==> src/rtl/wb_master_pkg.sv <==
// Shared Wishbone bus payloads and the initiator state encoding.
package wb_master_pkg;

    localparam int unsigned ADDR_W  = 30;
    localparam int unsigned DATA_W  = 32;
    localparam int unsigned SEL_W   = 4;
    localparam int unsigned CNT_W   = 4;
    localparam int unsigned FLUSH_W = 5;
    localparam int unsigned WEQ_D   = 16;

    typedef struct packed {
        logic              cyc;
        logic              stb;
        logic              we;
        logic [ADDR_W-1:0] addr;
        logic [DATA_W-1:0] data;
        logic [SEL_W-1:0]  sel;
    } m2s_s;

    typedef struct packed {
        logic              ack;
        logic              err;
        logic              stall;
        logic [DATA_W-1:0] data;
    } s2m_s;

    typedef enum logic [1:0] {WBM_IDLE, WBM_BUSY, WBM_ABORT} wbm_state_e;

endpackage

==> src/rtl/wb_watchdog.sv <==
// Counts consecutive armed cycles without a kick; flags expiry on the TIMEOUT-th such cycle.
module wb_watchdog #(
    parameter int unsigned TIMEOUT = 255
) (
    input  logic clk,
    input  logic rst_n,
    input  logic arm,
    input  logic kick,
    output logic expired
);

    localparam int unsigned TW = $clog2(TIMEOUT + 1);

    logic [TW-1:0] cnt;

    // Expiry is seen in the same cycle the last quiet cycle elapses so an err can coincide.
    assign expired = arm && !kick && (cnt == TW'(TIMEOUT - 1));

    always_ff @(posedge clk or negedge rst_n) begin
        if (!rst_n) begin
            cnt <= '0;
        end else if (!arm || kick || expired) begin
            cnt <= '0;
        end else begin
            cnt <= cnt + TW'(1);
        end
    end

endmodule

==> src/rtl/wb_master.sv <==
// Pipelined Wishbone initiator: valid/ready request stream in, in-order responses out,
// bus recovery on slave error or watchdog timeout.
module wb_master
    import wb_master_pkg::*;
#(
    parameter int unsigned MAX_OUTSTANDING = 4,
    parameter int unsigned TIMEOUT         = 255
) (
    input  logic              clk,
    input  logic              rst_n,
    input  logic              req_valid,
    output logic              req_ready,
    input  logic [ADDR_W-1:0] req_addr,
    input  logic              req_we,
    input  logic [DATA_W-1:0] req_data,
    input  logic [SEL_W-1:0]  req_sel,
    output logic              rsp_valid,
    output logic [DATA_W-1:0] rsp_data,
    output logic              rsp_err,
    output logic              timeout,
    output m2s_s              m2s,
    input  s2m_s              s2m
);

    wbm_state_e          state_q, state_d;
    logic [CNT_W-1:0]    count_q, count_d;
    logic [FLUSH_W-1:0]  flush_q, flush_d;
    logic [WEQ_D-1:0]    weq_q, weq_d;
    m2s_s                m2s_d;
    logic                rsp_valid_d;
    logic [DATA_W-1:0]   rsp_data_d;
    logic                rsp_err_d;
    logic                timeout_d;

    logic                issue;
    logic                resp_ev;
    logic                accept;
    logic                expired;
    logic [CNT_W-1:0]    widx;

    assign req_ready = (state_q != WBM_ABORT)
                    && (!m2s.stb || !s2m.stall)
                    && ((FLUSH_W'(count_q) + FLUSH_W'(m2s.stb)) < FLUSH_W'(MAX_OUTSTANDING));

    assign accept  = req_valid && req_ready;
    assign issue   = m2s.stb && !s2m.stall;
    assign resp_ev = (state_q == WBM_BUSY) && m2s.cyc && (count_q != '0) && (s2m.ack || s2m.err);
    // Issued transfer lands behind the entries still in flight after this cycle's pop.
    assign widx    = count_q - CNT_W'(resp_ev);

    wb_watchdog #(
        .TIMEOUT (TIMEOUT)
    ) u_watchdog (
        .clk     (clk),
        .rst_n   (rst_n),
        .arm     ((state_q == WBM_BUSY) && (count_q != '0)),
        .kick    (s2m.ack || s2m.err),
        .expired (expired)
    );

    always_ff @(posedge clk or negedge rst_n) begin
        if (!rst_n) begin
            state_q   <= WBM_IDLE;
            count_q   <= '0;
            flush_q   <= '0;
            weq_q     <= '0;
            m2s       <= '0;
            rsp_valid <= 1'b0;
            rsp_data  <= '0;
            rsp_err   <= 1'b0;
            timeout   <= 1'b0;
        end else begin
            state_q   <= state_d;
            count_q   <= count_d;
            flush_q   <= flush_d;
            weq_q     <= weq_d;
            m2s       <= m2s_d;
            rsp_valid <= rsp_valid_d;
            rsp_data  <= rsp_data_d;
            rsp_err   <= rsp_err_d;
            timeout   <= timeout_d;
        end
    end

    always_comb begin
        state_d     = state_q;
        count_d     = count_q;
        flush_d     = flush_q;
        weq_d       = weq_q;
        m2s_d       = m2s;
        rsp_valid_d = 1'b0;
        rsp_data_d  = '0;
        rsp_err_d   = 1'b0;
        timeout_d   = 1'b0;

        case (state_q)
            WBM_IDLE, WBM_BUSY: begin
                if (accept) begin
                    m2s_d.stb  = 1'b1;
                    m2s_d.addr = req_addr;
                    m2s_d.data = req_data;
                    m2s_d.we   = req_we;
                    m2s_d.sel  = req_sel;
                end else if (issue) begin
                    m2s_d.stb = 1'b0;
                end

                count_d   = count_q + CNT_W'(issue) - CNT_W'(resp_ev);
                m2s_d.cyc = m2s_d.stb || (count_d != '0);

                // Write-enable history of in-flight transfers, oldest at bit 0.
                weq_d = resp_ev ? (weq_q >> 1) : weq_q;
                if (issue) begin
                    weq_d[widx] = m2s.we;
                end

                if (resp_ev) begin
                    rsp_valid_d = 1'b1;
                    rsp_err_d   = s2m.err;
                    rsp_data_d  = (!s2m.err && !weq_q[0]) ? s2m.data : '0;
                end

                if ((state_q == WBM_BUSY) && ((resp_ev && s2m.err) || expired)) begin
                    state_d   = WBM_ABORT;
                    flush_d   = FLUSH_W'(count_d) + FLUSH_W'(m2s_d.stb);
                    count_d   = '0;
                    weq_d     = '0;
                    m2s_d     = '0;
                    timeout_d = expired;
                end else if (m2s_d.cyc) begin
                    state_d = WBM_BUSY;
                end else begin
                    state_d = WBM_IDLE;
                end
            end

            WBM_ABORT: begin
                // One error response per abandoned transfer; bus ack/err are ignored here.
                if (flush_q != '0) begin
                    rsp_valid_d = 1'b1;
                    rsp_err_d   = 1'b1;
                    flush_d     = flush_q - FLUSH_W'(1);
                end
                if (flush_q <= FLUSH_W'(1)) begin
                    state_d = WBM_IDLE;
                end
            end

            default: begin
                state_d = WBM_IDLE;
            end
        endcase
    end

endmodule

==> config.mk <==
export PLATFORM = sky130hd
export DESIGN_NAME = wb_master
export DESIGN_NICKNAME = d
export VERILOG_FILES = /design/src/rtl/wb_master_pkg.sv /design/src/rtl/wb_watchdog.sv /design/src/rtl/wb_master.sv
export SDC_FILE = /design/constraint.sdc
export NUM_CORES = 1
export LEC_CHECK = 0
export ABC_AREA = 1
export CORE_ASPECT_RATIO = 0.9
export CORE_MARGIN = 5
export CORE_UTILIZATION = 50
export CTS_CLUSTER_DIAMETER = 50
export DETAILED_ROUTE_END_ITERATION = 12
export PLACE_DENSITY_LB_ADDON = 0.1
export RECOVER_POWER = 25
export SYNTH_ARGS = -nofsm -noshare
export SYNTH_HDL_FRONTEND = slang
export SYNTH_SLANG_ARGS = --single-unit
==> constraint.sdc <==
create_clock -name clk -period 6.67 [get_ports clk]
set_input_delay 1.0005 -clock clk [delete_from_list [all_inputs] [get_ports clk]]
set_output_delay 1.0005 -clock clk [all_outputs]
set_load 0.03 [all_outputs]
# --- Word-level counts from Yosys, hierarchy flattened ---
# Index checks and enable logic that the tools add are counted.
totals:
  register_bits: 139
  inputBits: 105
  output_inout_bits: 105
  elab_cells: 98
op_classes:
  n_addsub: 7
  n_lt_le_gt_ge: 4
  eq_ne: 7
  mux: 30
  reduce_logical: 35
ops:
  columns: ["cell", "count"]
  rows:
  - ["$mux W32", 3]
  - ["$mux W69", 1]
  - ["$mux W67", 1]
  - ["$mux W16", 3]
  - ["$bwmux W16", 1]
  - ["$logic_and A1 B1 Y1", 14]
  - ["$add A4 B1 Y5", 2]
  - ["$mux W1", 10]
  - ["$mux W5", 2]
  - ["$pmux W5 S2", 1]
  - ["$add A8 B1 Y8 const B", 1]
  - ["$eq A8 B8 Y1 const B", 1]
  - ["$mux W8", 1]
  - ["$ne A2 B2 Y1 const B", 4]
  - ["$reduce_bool A4 Y1", 2]
  - ["$sub A4 B1 Y4", 2]
  - ["$logic_not A1 Y1", 6]
  - ["$logic_or A1 B1 Y1", 6]
  - ["$le A5 B1 Y1 const B", 1]
  - ["$lt A4 B5 Y1 const B", 1]
  - ["$lt A5 B3 Y1 const B", 1]
  - ["$reduce_bool A5 Y1", 1]
  - ["$sub A5 B1 Y5 const B", 1]
  - ["$add A4 B1 Y4", 1]
  - ["other kinds (13)", 16]

# --- Longest topological paths before layout ---
depth:
  depth_word: 12
  mapped_depth: 19
  depth_no_buf: 17

# --- Hierarchy ---
# Synthesis repeated with hierarchy kept, for this count alone.
hier_totals:
  hier_cells: 732
  hier_area_um2: 6505.0
modules_own_cells:
  columns: ["mod", "n_inst", "cells_per_inst", "area_each_um2", "seq_area_each_um2"]
  rows:
  - ["wb_master", 1, 681, 6085.8, 3278.1]
  - ["wb_watchdog", 1, 51, 419.2, 200.2]

# --- Least setup slack after synthesis ---
# OpenSTA, ideal clock, no wires.
synth_path:
  path_type: "in2reg"
  start: "in s2m[33] in the netlist's numbering"
  end: "reg flush_q[4]"
  setup_ps: 85
  arrival_ps: 3401
  t_required_ps: 6585
  slack_ps: 3184
  stages: 16
  path_buffers: 1
  cell_sequence: "nor2_1 -> clkinv_1 -> nand3_2 -> inv_2 -> buf_2 -> ha_1 -> inv_1 -> ha_1 -> fa_1 -> ha_1 -> inv_1 -> nor3_1 -> nand3_1 -> nand2_1 -> nand2_1 -> o21ai_0"
synth_between:
  elab_chain_cells: 8
  word_cells_on_any_way: 14
  cone_classes: "add/sub: 2; eq/ne: 1; mux: 2; reduce/logical: 9"
synth_rtl:
  columns: ["element", "line", "text"]
  rows:
  - ["start: declaration", "wb_master.sv:22", "input s2m_s s2m"]
  - ["parallel branches: the longest is 8 deep, another holds $add A4 B1 Y5", null, null]
  - ["end signal: assignment", "wb_master.sv:75", "flush_q <= flush_d;"]
  - ["end: declaration", "wb_master.sv:27", "logic [FLUSH_W-1:0] flush_q, flush_d;"]
# Several ways; the timed one is not identified. The select of a mux whose other input is x is not followed.
# A chain may end at the register's enable or synchronous reset.

==> results.py <==
metrics = {
    "floorplan": {
        "dieArea_sq_um": 15800,
        "core_area_sq_um": 13210,
        "ios": 210,
        "die_w_microns": 131.9,
        "die_h_microns": 119.7,
        "start_util_pct": 50.63,
        "num_rows": 40,
    },
    "power_and_ir_drop": {
        "power_mw": 4.035,
        "p_leak_nw": 4.436,
        "peakVddDrop_mv": 0.2927,
        "p_per_area_nw_per_um2": 434.9,
    },
    "logic_synthesis": {
        "synthTopCellsByArea": "dfrtp_1 (52%), nand2_1 (13%), nand3_1 (9.6%)",
        "postSynthAreaPerCell_sq_um": 8.555,
        "synth-seq-area-share_pct": 51.99,
        "syn_inst": 782,
        "syn-num-nets": 905,
        "synth_top_area_share_pct": 51.99,
        "syn_area_sq_um": 6690,
        "yosysWarningCount": 0,
        "synth_seq_cells": 139,
        "yosysUniqueCellTypes": 34,
        "yosysTopAreaCell": "dfrtp_1",
    },
    "critical_path": {
        "worst_setup_path_start_kind": "input port",
        "endpoint_kind": "async pin",
        "worstPathMaxFanout": 81,
        "crit_buf_inv": 2,
        "cp_data_required_time_ns": 6.81,
        "critical_path.slowest_cell": "clkbuf_1",
        "slowest_delay_ns": 2.20,
        "worstPathCellList": "clkbuf_1 -> clkbuf_2",
        "critPathKind": "input port to async pin",
        "crit_family": "buffers and inverters",
        "arrival_ns": 5.01,
    },
    "cells_and_area": {
        "area_growth_pct": 38.68,
        "stdcell_count": 1146,
        "insertedDiodeCount": 0,
        "drive_above_1_share_pct": 5.828,
        "nets": 1088,
        "fillers": 1020,
    },
    "hold_path": {
        "hp-class": "flip-flop to flip-flop",
    },
    "clocking": {
        "htreeDepth": 4,
        "cts_resized": 0,
        "cts_setup_buffers": 0,
        "cts_made_buffers": 17,
        "worstSkewPairLatency_ns": 0.42,
        "clockBufferDepth": 2,
        "clkSinkCount": 139,
        "path_clk_slew_ns": 0.06,
        "cts_tree": "built",
        "cts-root-buf": "clkbuf_16",
        "cts_hold_buf": 0,
    },
    "timing": {
        "report.final.slew_viol_count": 142,
        "holdWs_ns": 0.5023,
        "rsz0062_at_grt": "false",
        "hold_violations": 0,
        "max-slew-margin-rel_pct": -112.3,
        "fmax_mhz": 205.2,
        "max_slew.worst_pin.slew_ns": 3.184,
        "min_period_ns": 4.873,
        "tns_ns": 0,
        "setup_viol": 0,
        "fin_skew_ns": 0.008713,
        "period_share_pct": 73.06,
    },
    "drt": {
        "drc_errors": 0,
        "vias": 6187,
        "firstDrtPassIters": 5,
        "wl_per_cell_microns": 16.61,
        "ant_nets": 0,
        "wl_microns": 19040,
        "drt_iter0_markers": 539,
        "routed_via_density": 5.399,
    },
    "placed_design": {
        "port_buffers": 209,
        "place_hpwl_microns": 13030,
        "dp_cells": 1114,
        "place.gp.congestion": 0.8701,
    },
    "global_route": {
        "grt_pass1_wl_microns": 30720,
        "grt_usage_pct": 23.81,
        "grt_antenna_before_repair": 0,
        "overflow": 0,
        "first_global_vias": 5956,
        "grt_max_degree": 82,
    },
    "run_status": {
        "status": "finished with violations",
        "violations": "capacitance limit, slew limit",
    },
    "job": {
        "drv_cap": 2,
    },
}
[where the power goes]
group          leakage, nW  switching (mW)  internal, mW  total (mW)
clock network        0.262           0.370         0.484       0.854
logic                 2.31            1.28         0.671        1.95
registers             1.86           0.161          1.07        1.23
total                 4.44            1.81          2.23        4.03
[synth_stat cells]
cell type and count:
nand4_1 75, nor2_8 1, nor2_4 4, ha_1 17, o211ai_1 1, nor2_1 54, inv_2 3, nor3_1 4
nand3_2 4, dfrtp_1 139, a21oi_1 4, o21ai_2 1, o21ai_0 10, o22ai_1 2, buf_1 2, buf_4 8
o21ai_1 1, nor3_4 1, nor3b_1 3, nor3_2 1, nor2_2 1, nand2_2 2, or2_2 2, nand3b_1 1
nand2_1 233, fa_1 1, nand3_1 128, inv_1 31, xor2_1 3, clkinv_1 1, buf_6 6, clkbuf_1 18
xnor2_1 4, buf_2 16
[flip-flops by register name, indices dropped and copies added, names as in the netlist]
register        cells
u_watchdog.cnt      8
flush_q             5
weq_q              16
state_q             2
timeout             1
rsp_valid           1
rsp_data           32
rsp_err             1
count_q             4
m2s                69
[metal layers]
metal	up-vias	global-route usage [%]	wire, microns
met5	-	0	0
met4	0	8.419	417
met3	32	7.418	1396
met2	237	38.42	9158
met1	2935	30.41	8065
li1	2983	-	-
[per-stage QoR]
step	setup slack [ns]	cell area (sq um)	util, %
4_1_cts	2.018	9288	70.29
3_3_place_gp	2.220	8748	66.21
3_5_place_dp	2.023	8748	66.21
6_report	1.797	9278	70.22
2_1_floorplan	3.184	6690	-
5_1_grt	0.7780	9278	70.22
[cell families (layout without fill, tap and decap cells)]
group,Yosys count,in the layout,share of synthesized area [%]
and+or+nand+nor,514,514,35.87
DFF,139,139,51.99
buffers and inverters,85,281,6.190
AOI/OAI and AO/OA,19,19,1.552
adders and majority gates,18,18,3.479
xor gates and xnor gates,7,7,0.9164
[final timing paths]
kind,from,end,slack [ns],depth (start not counted)
max in group clk,state_q[1]$_DFFE_PN0P_,weq_q[2]$_DFFE_PN0P_,1.99,13
worst min register to register,u_watchdog.cnt[0]$_DFF_PN0_,u_watchdog.cnt[0]$_DFF_PN0_,0.50,1
worst max-delay path,rst_n,rsp_data[2]$_DFF_PN0_,1.80,2
min in group asynchronous,rst_n,rsp_data[3]$_DFF_PN0_,1.63,1
worst max register to register,state_q[1]$_DFFE_PN0P_,weq_q[2]$_DFFE_PN0P_,1.99,13
worst min-delay path,u_watchdog.cnt[0]$_DFF_PN0_,u_watchdog.cnt[0]$_DFF_PN0_,0.50,1
[layout make-up]
| type | count | area (sq um) | area share, % |
|---|---|---|---|
| sequential | 139 | 3478 | 37.49 |
| multi-input combinational | 558 | 2798 | 30.16 |
| timing repair buffer | 214 | 2121 | 22.86 |
| clock buffer | 18 | 439.2 | 4.734 |
| tap | 168 | 210.2 | 2.266 |
| inverter | 35 | 131.4 | 1.416 |
| clock inverter | 14 | 100.1 | 1.079 |
[placed cells by master, fill, tap and decap left out]
master / count
clkinv_4: 5
o22ai_1: 2
nor3_4: 1
nand2_1: 233
clkinv_2: 5
fa_1: 1
o21ai_1: 1
o211ai_1: 1
or2_2: 2
inv_2: 3
clkbuf_1: 1
nor3_2: 1
xnor2_1: 4
nor2_8: 1
o21ai_2: 1
clkinv_1: 1
inv_1: 31
clkdlybuf4s50_1: 208
nand3_2: 4
a21oi_1: 4
xor2_1: 3
nor2_1: 54
clkbuf_2: 1
clkinvlp_4: 3
clkbuf_16: 17
nand3_1: 128
ha_1: 17
nor3b_1: 3
nand4_1: 75
nand3b_1: 1
nor2_2: 1
nor3_1: 4
inv_6: 1
dfrtp_1: 139
clkbuf_8: 1
buf_4: 4
nor2_4: 4
o21ai_0: 10
nand2_2: 2
No activity file was read; power rests on OpenSTA's default activity.
==> edit 1 (same flow settings) <==
Set the package constant `DATA_W` to 64 (it was 32).
--- a/src/rtl/wb_master_pkg.sv
+++ b/src/rtl/wb_master_pkg.sv
@@ -2,7 +2,7 @@
 package wb_master_pkg;
 
     localparam int unsigned ADDR_W  = 30;
-    localparam int unsigned DATA_W  = 32;
+    localparam int unsigned DATA_W  = 64;
     localparam int unsigned SEL_W   = 4;
     localparam int unsigned CNT_W   = 4;
     localparam int unsigned FLUSH_W = 5;
Ports: changed (resized m2s, req_data, rsp_data and s2m); port bits go from 210 to 338. The function was not compared with the original's and may differ.
==> edit 1 against the unedited design <==
  * The run still ends with max-capacitance violations, max-slew violations left
  * Total power grew 63%
  * Routed wire length grew 55%
  * Synthesized cell count grew 55%
  * Area after synthesis increased by 43%
  * Worst setup slack gained 390 ps
  * Clock skew increased by 8.2 ps
  * Sequential cell count rose by 64
  * Largest cell class unchanged
  * Global-route usage is 2.2 points higher
  * Design area up 48%
  * Register-to-register slack improved by 440 ps
  * Count of clock-buffer cells in the layout rose by 17
  * Hold slack worse by 15 ps
  * Sequential power rose by 56%
  * Critical path type unchanged
  * Clock power is 55% higher
==> edit 1: results (changes against the unedited design) <==
metric,value,unit,change
run status,finished with violations,,
failing checks,"max-capacitance violations, max-slew violations",,
number of DRC markers in iteration 0,792,,+47%
Total GRT Usage,0.261,,+0.0225
Hold Crit Depth,1,,unchanged
Post-Syn Instances,1216,,+55%
final cell count without fillers,1790,,+56%
max-slew violations,79,,-44%
Root Buffer,clkbuf_16,,
Worst-Skew Late Latency,510,ps,+90 ps
synth warn,0,,unchanged
CP Data Arrival Time,5000,ps,about the same
switch share,0.443,,-0.00456
Min-Delay Startpoint,u_watchdog.cnt[0],,
IO buf count,337,,+61%
share of layout cells above drive strength 1,0.0390,,-0.0193
placed inst area,13000,µm²,+48%
leakage,6.96,nW,+57%
maximum VDD drop,0.000392,V,+34%
"slowest stage delay, CP",2900,ps,+700 ps
post-CTS resize count,0,,unchanged
total CTS buffers,25,,+8
Worst R2R End,weq_q[1],,
maximum clock path buffer count,3,,+1
Worst Skew,16.9,ps,+8.22 ps
sequential share of the synthesized area,0.531,,+0.0109
most frequent cells after synthesis,"388 x nand2_1, 203 x dfrtp_1, 185 x nor2_1",,
detailed placement HPWL,19900,µm,+53%
Clock Pin Slew Worst Setup and Hold Paths,60,ps,about the same
antenna violations before repair,0,,unchanged
Slew headroom,-1.81,,-0.683
H-tree lvl count,1,,-3
placer congestion estimate,0.869,,about the same
crit-path max FO,78,,-3.7%
FF-to-FF path depth,13,,unchanged
Crit Reg-Reg Startpoint,state_q[1],,
first-pass GRT wire length,46200,µm,+50%
asr flop ratio synth,1.00,,unchanged
"top cells by area, synth","dfrtp_1 53%, nand2_1 15%, nand3_1 8.5%, nor2_1 7.3%, inv_1 5.1%",,
placed cells,1746,,+57%
MaxCap Viol Count,1,,-1
post-CTS setup repair buffer count,0,,unchanged
count of different cell masters after synthesis,31,,-8.8%
critical path's slowest cell,clkbuf_1,,
Syn Nets,1403,,+55%
routed wire length,29500,µm,+55%
vias in the first global route,8507,,+43%
Top Registers,"m2s: 101 flops, rsp_data: 64 flops, weq_q: 16 flops",,
FF-to-FF setup slack,2430,ps,+440 ps
total number of vias,8877,,+43%
largest net degree at the start of global routing,103,,+26%
Detailed Routing Iterations Pass 1,7,,+2
-- edit 1: final cells by class --
cell class | count | area, µm²
multi-input combinational | 815 | 3640
clock inverter | 9 | 113
inverter | 135 | 507
clock buffer | 35 | 693
fill | 1473 | 5230
sequential | 203 | 5080
timing repair buffer | 343 | 3410
tap | 250 | 313
-- edit 1: worst max path at each step --
stage	start	end	slack [ps]	cells after the start
6_report	rst_n	u_watchdog.cnt[1]	2190	2
5_1_grt	rst_n	m2s[56]	1210	2
3_5_place_dp	s2m[65]	flush_q[4]	2210	16
2_1_floorplan	s2m[66]	flush_q[2]	3430	14
4_1_cts	state_q[1]	weq_q[1]	2600	13
3_3_place_gp	s2m[65]	flush_q[2]	2290	14
-- edit 1: kinds of logic (layout without fill, tap and decap cells) --
group           after synthesis  in the layout  synth area share
buf+inv                     198            522            0.0884
flops                       203            203             0.531
fa+ha+maj                    18             18            0.0243
simple gates                771            771             0.340
compound gates               21             21            0.0115
xor+xnor                      5              5           0.00458
-- edit 1: power by group through the flow --
stage	Combinational, mW	Sequential (mW)	Clock, mW
2_1_floorplan	1.49	2.57	0
3_3_place_gp	3.29	1.92	0
3_5_place_dp	3.34	1.93	0
4_1_cts	3.36	1.91	1.35
5_1_grt	3.65	1.97	1.40
6_report	3.34	1.92	1.32
-- edit 1: through the flow --
step                      hold slack (ps)  utilization  worst slack, ps
after floorplan                       454            -             3430
after global placement                476        0.683             2290
after detailed placement              488        0.683             2210
after CTS                             495        0.726             2600
after global routing                  518        0.725             1210
final                                 487        0.725             2190
-- edit 1: routing by layer --
layer  vias to the layer above  routed length (µm)  global-route usage
met3                        66                2210              0.0491
met1                      4130               12000               0.351
met2                       342               14200               0.425
met4                         0                1060              0.0894
li1                       4339                   -                   -
met5                         -                   0                   0
==> edit 2 (config.mk and constraints unchanged) <==
Made on the original files. Re-encode `wbm_state_e` (3 states) as one-hot, 3 bits wide.
--- a/src/rtl/wb_master_pkg.sv
+++ b/src/rtl/wb_master_pkg.sv
@@ -24,7 +24,7 @@
         logic [DATA_W-1:0] data;
     } s2m_s;
 
-    typedef enum logic [1:0] {WBM_IDLE, WBM_BUSY, WBM_ABORT} wbm_state_e;
+    typedef enum logic [2:0] {WBM_IDLE = 3'b001, WBM_BUSY = 3'b010, WBM_ABORT = 3'b100} wbm_state_e;
 
 endpackage
 
Check against the original RTL: same outputs for any inputs over 4 cycles, from zero or initial values and one cycle with rst_n low; so few cycles prove little.
==> edit 2 against the unedited design <==
  * The flow still finishes with violations (max-capacitance violations, max-slew violations)
  * Sequential cell count rose by 1
  * Area after synthesis fell by 2.4%
  * Global-route usage is 1.0 points lower
  * Total power up 3.0%
  * Worst setup slack gained 390 ps
  * First-iteration DRC count decreased by 35%
  * Design area shrank 0.62%
  * Die area decreased by 2.2%
  * Routed wire length down 7.8%
  * Via count down 7.4%
  * Register-to-register slack improved by 490 ps
  * Sequential share of layout area increased by 0.52 points
==> edit 2: results (changes against the unedited design) <==
metric,value,unit,change
run status,finished with violations,,
failing checks,"max-capacitance violations, max-slew violations",,
Worst R2R End,m2s[68],,
MaxCap Viol Count,1,,-1
Hold EP,weq_q[15],,
FF-to-FF path depth,19,,+6
Worst Skew,7.64,ps,-1.08 ps
met2 routed WL,8590,µm,-6.3%
"top cells by area, synth","dfrtp_1 53%, nand2_1 18%, nand3_1 8.0%, nor2_1 4.7%, ha_1 3.3%",,
Slew headroom,-1.02,,+0.0984
crit-path max FO,48,,-41%
compound-gate portion of the synthesized area,0.0153,,-0.000194
placer congestion estimate,0.856,,-1.6%
critical path's slowest cell,inv_2,,
drt wl/cell,15.1,µm,-9.2%
xor and xnor fraction of the mapped netlist area,0.00939,,+0.000225
Global Route met1 Usage,0.302,,-0.00202
share of layout cells above drive strength 1,0.0501,,-0.00823
synthesized area per cell,8.24,µm²,-3.6%
placed cells,1132,,+1.6%
routed wl met3,1330,µm,-4.5%
Final Cycle Share,0.673,,-0.0580
wl on met1,7390,µm,-8.3%
critical path endpoint,flush_q[2],,
max-slew violations,58,,-59%
worst setup path startpoint,s2m[33],,
post-synthesis adder-cell area fraction,0.0356,,+0.000853
leakage,4.57,nW,+3.0%
Hold Crit Depth,2,,+1
## edit 2: cell types whose count changed in the layout (fill, tap and decap cells not counted), sizes merged, moves of 4 or more
| cell | delta |
|---|---|
| nand2 | +83 |
| nand4 | -71 |
| nand3 | -24 |
| nor2 | +23 |
| inv | +9 |
| clkinv | -5 |
| bufinv | +4 |
## edit 2: power by group
| part | leakage (nW) | internal (mW) | switching (mW) |
|---|---|---|---|
| logic | 2.42 | 0.714 | 1.20 |
| clock network | 0.298 | 0.635 | 0.347 |
| registers | 1.86 | 1.10 | 0.161 |
## edit 2: cell type report
| cell class | instances | area [µm²] |
|---|---|---|
| inverter | 45 | 169 |
| fill | 979 | 3520 |
| sequential | 140 | 3500 |
| clock inverter | 10 | 164 |
| tap | 164 | 205 |
| antenna | 1 | 2.50 |
| clock buffer | 21 | 450 |
| multi-input combinational | 570 | 2610 |
| timing repair buffer | 213 | 2120 |
